$ cat src/rtl/branch_predictor.sv
// branch_predictor: bimodal 2-bit counter predictor with a direct-mapped BTB,
// registered lookup and a registered mispredict/redirect report from the update port.
module branch_predictor #(
    parameter int         IDX_W    = 4,
    parameter int         TAG_W    = 8,
    parameter logic [1:0] CNT_INIT = 2'b01
) (
    input  logic        clk,
    input  logic        reset,
    input  logic        i_pred_valid,
    input  logic [31:0] i_pred_pc,
    output logic        o_pred_valid,
    output logic        o_pred_taken,
    output logic [31:0] o_pred_target,
    input  logic        i_upd_valid,
    input  logic        i_upd_is_branch,
    input  logic [31:0] i_upd_pc,
    input  logic        i_upd_taken,
    input  logic [31:0] i_upd_target,
    input  logic        i_upd_pred_taken,
    input  logic [31:0] i_upd_pred_target,
    input  logic        i_flush,
    output logic        o_mispredict,
    output logic [31:0] o_redirect_pc
);
    localparam int DEPTH = 1 << IDX_W;

    logic [1:0]       cnt_q[DEPTH], cnt_d[DEPTH];
    logic [DEPTH-1:0] btb_valid_q, btb_valid_d;
    logic [TAG_W-1:0] btb_tag_q[DEPTH], btb_tag_d[DEPTH];
    logic [31:0]      btb_target_q[DEPTH], btb_target_d[DEPTH];

    logic        pred_valid_q, pred_valid_d;
    logic        pred_taken_q, pred_taken_d;
    logic [31:0] pred_target_q, pred_target_d;
    logic        mispredict_q, mispredict_d;
    logic [31:0] redirect_pc_q, redirect_pc_d;

    logic [IDX_W-1:0] p_idx, u_idx;
    logic [TAG_W-1:0] p_tag, u_tag;
    logic             hit;
    logic             unused_pred_bits;

    assign p_idx = i_pred_pc[IDX_W+1:2];
    assign p_tag = i_pred_pc[IDX_W+TAG_W+1:IDX_W+2];
    assign u_idx = i_upd_pc[IDX_W+1:2];
    assign u_tag = i_upd_pc[IDX_W+TAG_W+1:IDX_W+2];
    assign unused_pred_bits = ^{i_pred_pc[31:IDX_W+TAG_W+2], i_pred_pc[1:0]};

    // Lookup reads the current (pre-update, pre-flush) state.
    always_comb begin
        hit           = btb_valid_q[p_idx] && (btb_tag_q[p_idx] == p_tag);
        pred_valid_d  = i_pred_valid;
        pred_taken_d  = i_pred_valid && hit && cnt_q[p_idx][1];
        pred_target_d = pred_taken_d ? btb_target_q[p_idx] : 32'd0;
        cnt_d         = cnt_q;
        btb_valid_d   = btb_valid_q;
        btb_tag_d     = btb_tag_q;
        btb_target_d  = btb_target_q;
        if (i_upd_valid) begin
            cnt_d[u_idx] = !i_upd_is_branch ? 2'b11 :
                           i_upd_taken ? ((cnt_q[u_idx] == 2'b11) ? 2'b11 : cnt_q[u_idx] + 2'd1) :
                                         ((cnt_q[u_idx] == 2'b00) ? 2'b00 : cnt_q[u_idx] - 2'd1);
            if (i_upd_taken) begin
                btb_valid_d[u_idx]  = 1'b1;
                btb_tag_d[u_idx]    = u_tag;
                btb_target_d[u_idx] = i_upd_target;
            end
        end
        if (i_flush) btb_valid_d = '0;
        mispredict_d  = i_upd_valid && ((i_upd_pred_taken != i_upd_taken) ||
                        (i_upd_taken && (i_upd_pred_target != i_upd_target)));
        redirect_pc_d = !mispredict_d ? 32'd0 : i_upd_taken ? i_upd_target : i_upd_pc + 32'd4;
    end

    always_ff @(posedge clk or posedge reset) begin
        if (reset) begin
            for (int i = 0; i < DEPTH; i++) begin
                cnt_q[i]        <= CNT_INIT;
                btb_tag_q[i]    <= '0;
                btb_target_q[i] <= '0;
            end
            btb_valid_q   <= '0;
            pred_valid_q  <= 1'b0;
            pred_taken_q  <= 1'b0;
            pred_target_q <= '0;
            mispredict_q  <= 1'b0;
            redirect_pc_q <= '0;
        end else begin
            cnt_q         <= cnt_d;
            btb_valid_q   <= btb_valid_d;
            btb_tag_q     <= btb_tag_d;
            btb_target_q  <= btb_target_d;
            pred_valid_q  <= pred_valid_d;
            pred_taken_q  <= pred_taken_d;
            pred_target_q <= pred_target_d;
            mispredict_q  <= mispredict_d;
            redirect_pc_q <= redirect_pc_d;
        end
    end

    assign o_pred_valid  = pred_valid_q;
    assign o_pred_taken  = pred_taken_q;
    assign o_pred_target = pred_target_q;
    assign o_mispredict  = mispredict_q;
    assign o_redirect_pc = redirect_pc_q;
endmodule

$ cat config.mk
export PLATFORM = sky130hd
export DESIGN_NAME = branch_predictor
export DESIGN_NICKNAME = d
export VERILOG_FILES = /design/src/rtl/branch_predictor.sv
export SDC_FILE = /design/constraint.sdc
export NUM_CORES = 2
export LEC_CHECK = 0
export ABC_AREA = 1
export ABC_CLOCK_PERIOD_IN_PS = 30900
export BUFFER_PORTS_ARGS = -buffer_cell sky130_fd_sc_hd__buf_4
export CAP_MARGIN = 10
export CORE_ASPECT_RATIO = 0.75
export CORE_MARGIN = 2
export CORE_UTILIZATION = 61
export CTS_BUF_LIST = sky130_fd_sc_hd__clkbuf_16
export DETAILED_ROUTE_END_ITERATION = 16
export GPL_TIMING_DRIVEN = 0
export PLACE_DENSITY_LB_ADDON = 0.15
export RECOVER_POWER = 25
export SLEW_MARGIN = 20
export SYNTH_ARGS = -nofsm -noshare
export SYNTH_HDL_FRONTEND = slang
export SYNTH_SLANG_ARGS = --single-unit
$ cat constraint.sdc
create_clock -name clk -period 30.9 [get_ports clk]
set_input_delay 3.09 -clock clk [delete_from_list [all_inputs] [get_ports clk]]
set_output_delay 3.09 -clock clk [all_outputs]
set_load 0.005 [all_outputs]
==> insert_results.sql <==
INSERT INTO impl_metrics (metric_group, metric, value, unit) VALUES
('synth', 'ys_seq_elements', '755', ''),
('clock_tree', 'post_cts.resized_instances', '0', ''),
('outcome', 'failed_checks', 'max-capacitance violations, max-slew violations', ''),
('power_and_ir_drop', 'cellLeakagePower', '18.0', 'nW'),
('outcome', 'run_status', 'finished, violations left', ''),
('synth', 'synth.cells.most_frequent', '1023 x sky130_fd_sc_hd__nand2_1, 824 x sky130_fd_sc_hd__o21ai_0, 739 x sky130_fd_sc_hd__dfrtp_1', ''),
('clock_tree', 'htree_num_levels', '3', ''),
('synth', 'syn-cell-area', '34300', 'µm²'),
('synth', 'syn-instance-count', '4041', ''),
('power_and_ir_drop', 'comb_power_share', '0.152', ''),
('clock_tree', 'hold_buffers', '0', ''),
('layout', 'syn2layout_area_growth', '13.9', '%'),
('synth', 'synth_area_per_cell', '8.50', 'µm²'),
('global_route', 'grt_overflow', '0', ''),
('synth', 'share_of_flip_flops_with_an_asynchronous_set_or_reset_after_synthesis', '1.00', ''),
('power_and_ir_drop', 'design_power_total', '2.60', 'mW'),
('route', 'detail_route.drc_violations', '0', ''),
('synth', 'yosys.cell_count.top_type', 'sky130_fd_sc_hd__nand2_1', ''),
('setup_path', 'arrival', '11010', 'ps'),
('route', 'vias_after_detailed_routing', '32900', ''),
('flow_run', 'drv.max_cap_violation_count', '6', ''),
('power_and_ir_drop', 'power_density', '66.5', 'nW/µm²'),
('power_and_ir_drop', 'netSwitchingPower', '0.775', 'mW'),
('floorplan', 'die_area', '58200', 'µm²'),
('timing', 'worst_hold_slack', '481', 'ps'),
('setup_path', 'worst_ep_required_time', '30260', 'ps'),
('route', 'drtAntennaViolNets', '0', ''),
('route', 'detailedRoute.firstIterationViolations', '4882', ''),
('place', 'dp_slack', '24720', 'ps'),
('synth', 'synth_top_cells_by_area', 'sky130_fd_sc_hd__dfrtp_1 54%, sky130_fd_sc_hd__o21ai_0 12%, sky130_fd_sc_hd__nand2_1 11%', ''),
('floorplan', 'std_cell_rows', '75', ''),
('power_and_ir_drop', 'power_frac_seq', '0.487', ''),
('clock_tree', 'tritoncts_clock_tree', 'built', ''),
('synth', 'number_of_synthesized_flops_with_an_enable_pin', '0', ''),
('floorplan', 'die_h', '209', 'µm'),
('timing', 'fmax', '85.9', 'MHz'),
('timing', 'timing.slew.headroom', '-2.78', ''),
('clock_tree', 'clk_pin_slew_worst_paths', '60', 'ps'),
('synth', 'synth_top_cell_area_share', '0.539', ''),
('timing', 'report.final.slew_viol_count', '495', ''),
('place', 'port_buffers', '177', ''),
('timing', 'final-hold-violation-count', '0', ''),
('timing', 'max_slew.worst_pin.slew', '5660', 'ps'),
('worst_hold_path', 'timing.hold.worst.start', 'btb_target_q[151]', ''),
('place', 'gp_congestion', '0.996', ''),
('global_route', 'antenna_found_initial', '5', ''),
('setup_path', 'worst-r2r-setup-slack', '28550', 'ps'),
('clock_tree', 'cts.sink_count', '755', ''),
('setup_path', 'reg2reg_to', 'o_pred_target[30]', ''),
('synth', 'synth.net_count', '4181', ''),
('setup_path', 'ff2ff_path_depth', '8', ''),
('global_route', 'grt_pass1_vias', '30900', ''),
('power_and_ir_drop', 'vdd_ir_drop_max', '0.0383', 'mV'),
('setup_path', 'sort_of_element_at_the_end_of_the_critical_path', 'asynchronous set/reset pin', ''),
('power_and_ir_drop', 'total_internal_power', '1.82', 'mW'),
('clock_tree', 'inserted_clock_buffers', '73', ''),
('floorplan', 'core-area', '55700', 'µm²'),
('global_route', 'grt_start_max_net_pins', '106', ''),
('route', 'totalWireLength', '130', 'mm'),
('setup_path', 'worst-path-max-fanout', '105', ''),
('layout', 'fillCellCount', '4532', ''),
('timing', 'timing.final.setup_violations', '0', ''),
('route', 'dr.pass1.iters', '7', ''),
('floorplan', 'initial_utilization', '0.616', ''),
('synth', 'synth_cell_type_count', '47', ''),
('route', 'routedWlPerCell', '25.6', 'µm'),
('place', 'detailed_place_hpwl', '93.5', 'mm'),
('floorplan', 'die_width', '278', 'µm'),
('timing', 'final.period_utilization', '0.377', ''),
('setup_path', 'setup.worst_path.class', 'input port to asynchronous set/reset pin', ''),
('timing', 'final_ws_setup', '19250', 'ps');
## area by class of cell
class                      count  area, µm²  share of cell area
multi-input combinational   2812      13400               0.344
clock inverter                50        434              0.0111
clock buffer                  79       1980              0.0506
inverter                     148        559              0.0143
timing repair buffer         185       1430              0.0365
antenna                        2       5.00            0.000128
tap                          731        915              0.0234
buffer                       326       1410              0.0362
sequential                   755      18900               0.484
## power by group through the flow
stage | clock, mW | sequential, mW | combinational [mW]
finish | 0.936 | 1.27 | 0.396
global route | 0.966 | 1.28 | 0.438
CTS | 0.925 | 1.26 | 0.383
detailed placement | 0 | 1.27 | 0.381
global placement | 0 | 1.28 | 0.363
floorplan | 0 | 1.25 | 0.254
## how the worst max path moves through the flow
stage	start	end	cells after the start
after floorplan	reset	btb_tag_q[0]	1
after detailed placement	i_pred_pc[3]	o_pred_target[30]	9
after global placement	reset	o_mispredict	2
final	reset	o_redirect_pc[29]	4
after CTS	i_pred_pc[3]	o_pred_target[30]	9
after global routing	reset	o_redirect_pc[29]	4
## critical path, cell delays in order
cell,delay (ps)
sky130_fd_sc_hd__clkbuf_4,110
sky130_fd_sc_hd__clkinvlp_2,1270
sky130_fd_sc_hd__clkbuf_1,2230
sky130_fd_sc_hd__clkbuf_1,4090
## layout by cell type, fill, tap and decap left out, drive strengths merged, types with 2 or more instances in the layout
cell type,instances
nand2,1026
o21ai,849
dfrtp,739
clkbuf,325
nor2,313
buf,265
nand3,160
inv,160
a31oi,109
o211ai,57
a21oi,50
nor3,42
nand4,41
o2111ai,33
clkinv,27
or2,22
xor2,21
and3,17
mux2i,16
dfstp,16
xnor2,14
a32oi,14
bufinv,8
nor4,6
a211oi,5
ha,4
o22ai,3
nand3b,3
clkinvlp,3
diode,2
a221oi,2
## through the flow
step                      cells   util
after global placement     4949  0.656
after floorplan            4041      -
after detailed placement   4957  0.660
after global routing       5086  0.701
after CTS                  5086  0.703
final                      5088  0.701
## state kept, by name (all words and copies together) (netlist names)
name and flops:
btb_tag_q 128, btb_target_q 512, btb_valid_q 16, cnt_q 32
o_mispredict 1, o_pred_taken 1, o_pred_target 32, o_pred_valid 1
o_redirect_pc 32
## logic make-up (layout without fill, tap and decap cells)
group,Yosys count,count (layout),synth area share
AO/OA/AOI/OAI,1126,1126,0.179
XOR/XNOR,35,35,0.00893
adder cells (fa/ha/maj),4,4,0.00146
buffers and inverters,474,788,0.0574
flip-flops,755,755,0.551
multiplexers,16,16,0.00467
other,0,2,0
AND/OR/NAND/NOR,1631,1631,0.198
## metal layers
metal | vias to the layer above | share of wire | track usage
met4 | 6 | 0.046 | 0.191
li1 | 14100 | - | -
met2 | 2601 | 0.39 | 0.584
met3 | 411 | 0.17 | 0.218
met1 | 15800 | 0.39 | 0.629
met5 | - | 0.00027 | 0
Note: power is estimated with default switching activity, not from simulation.
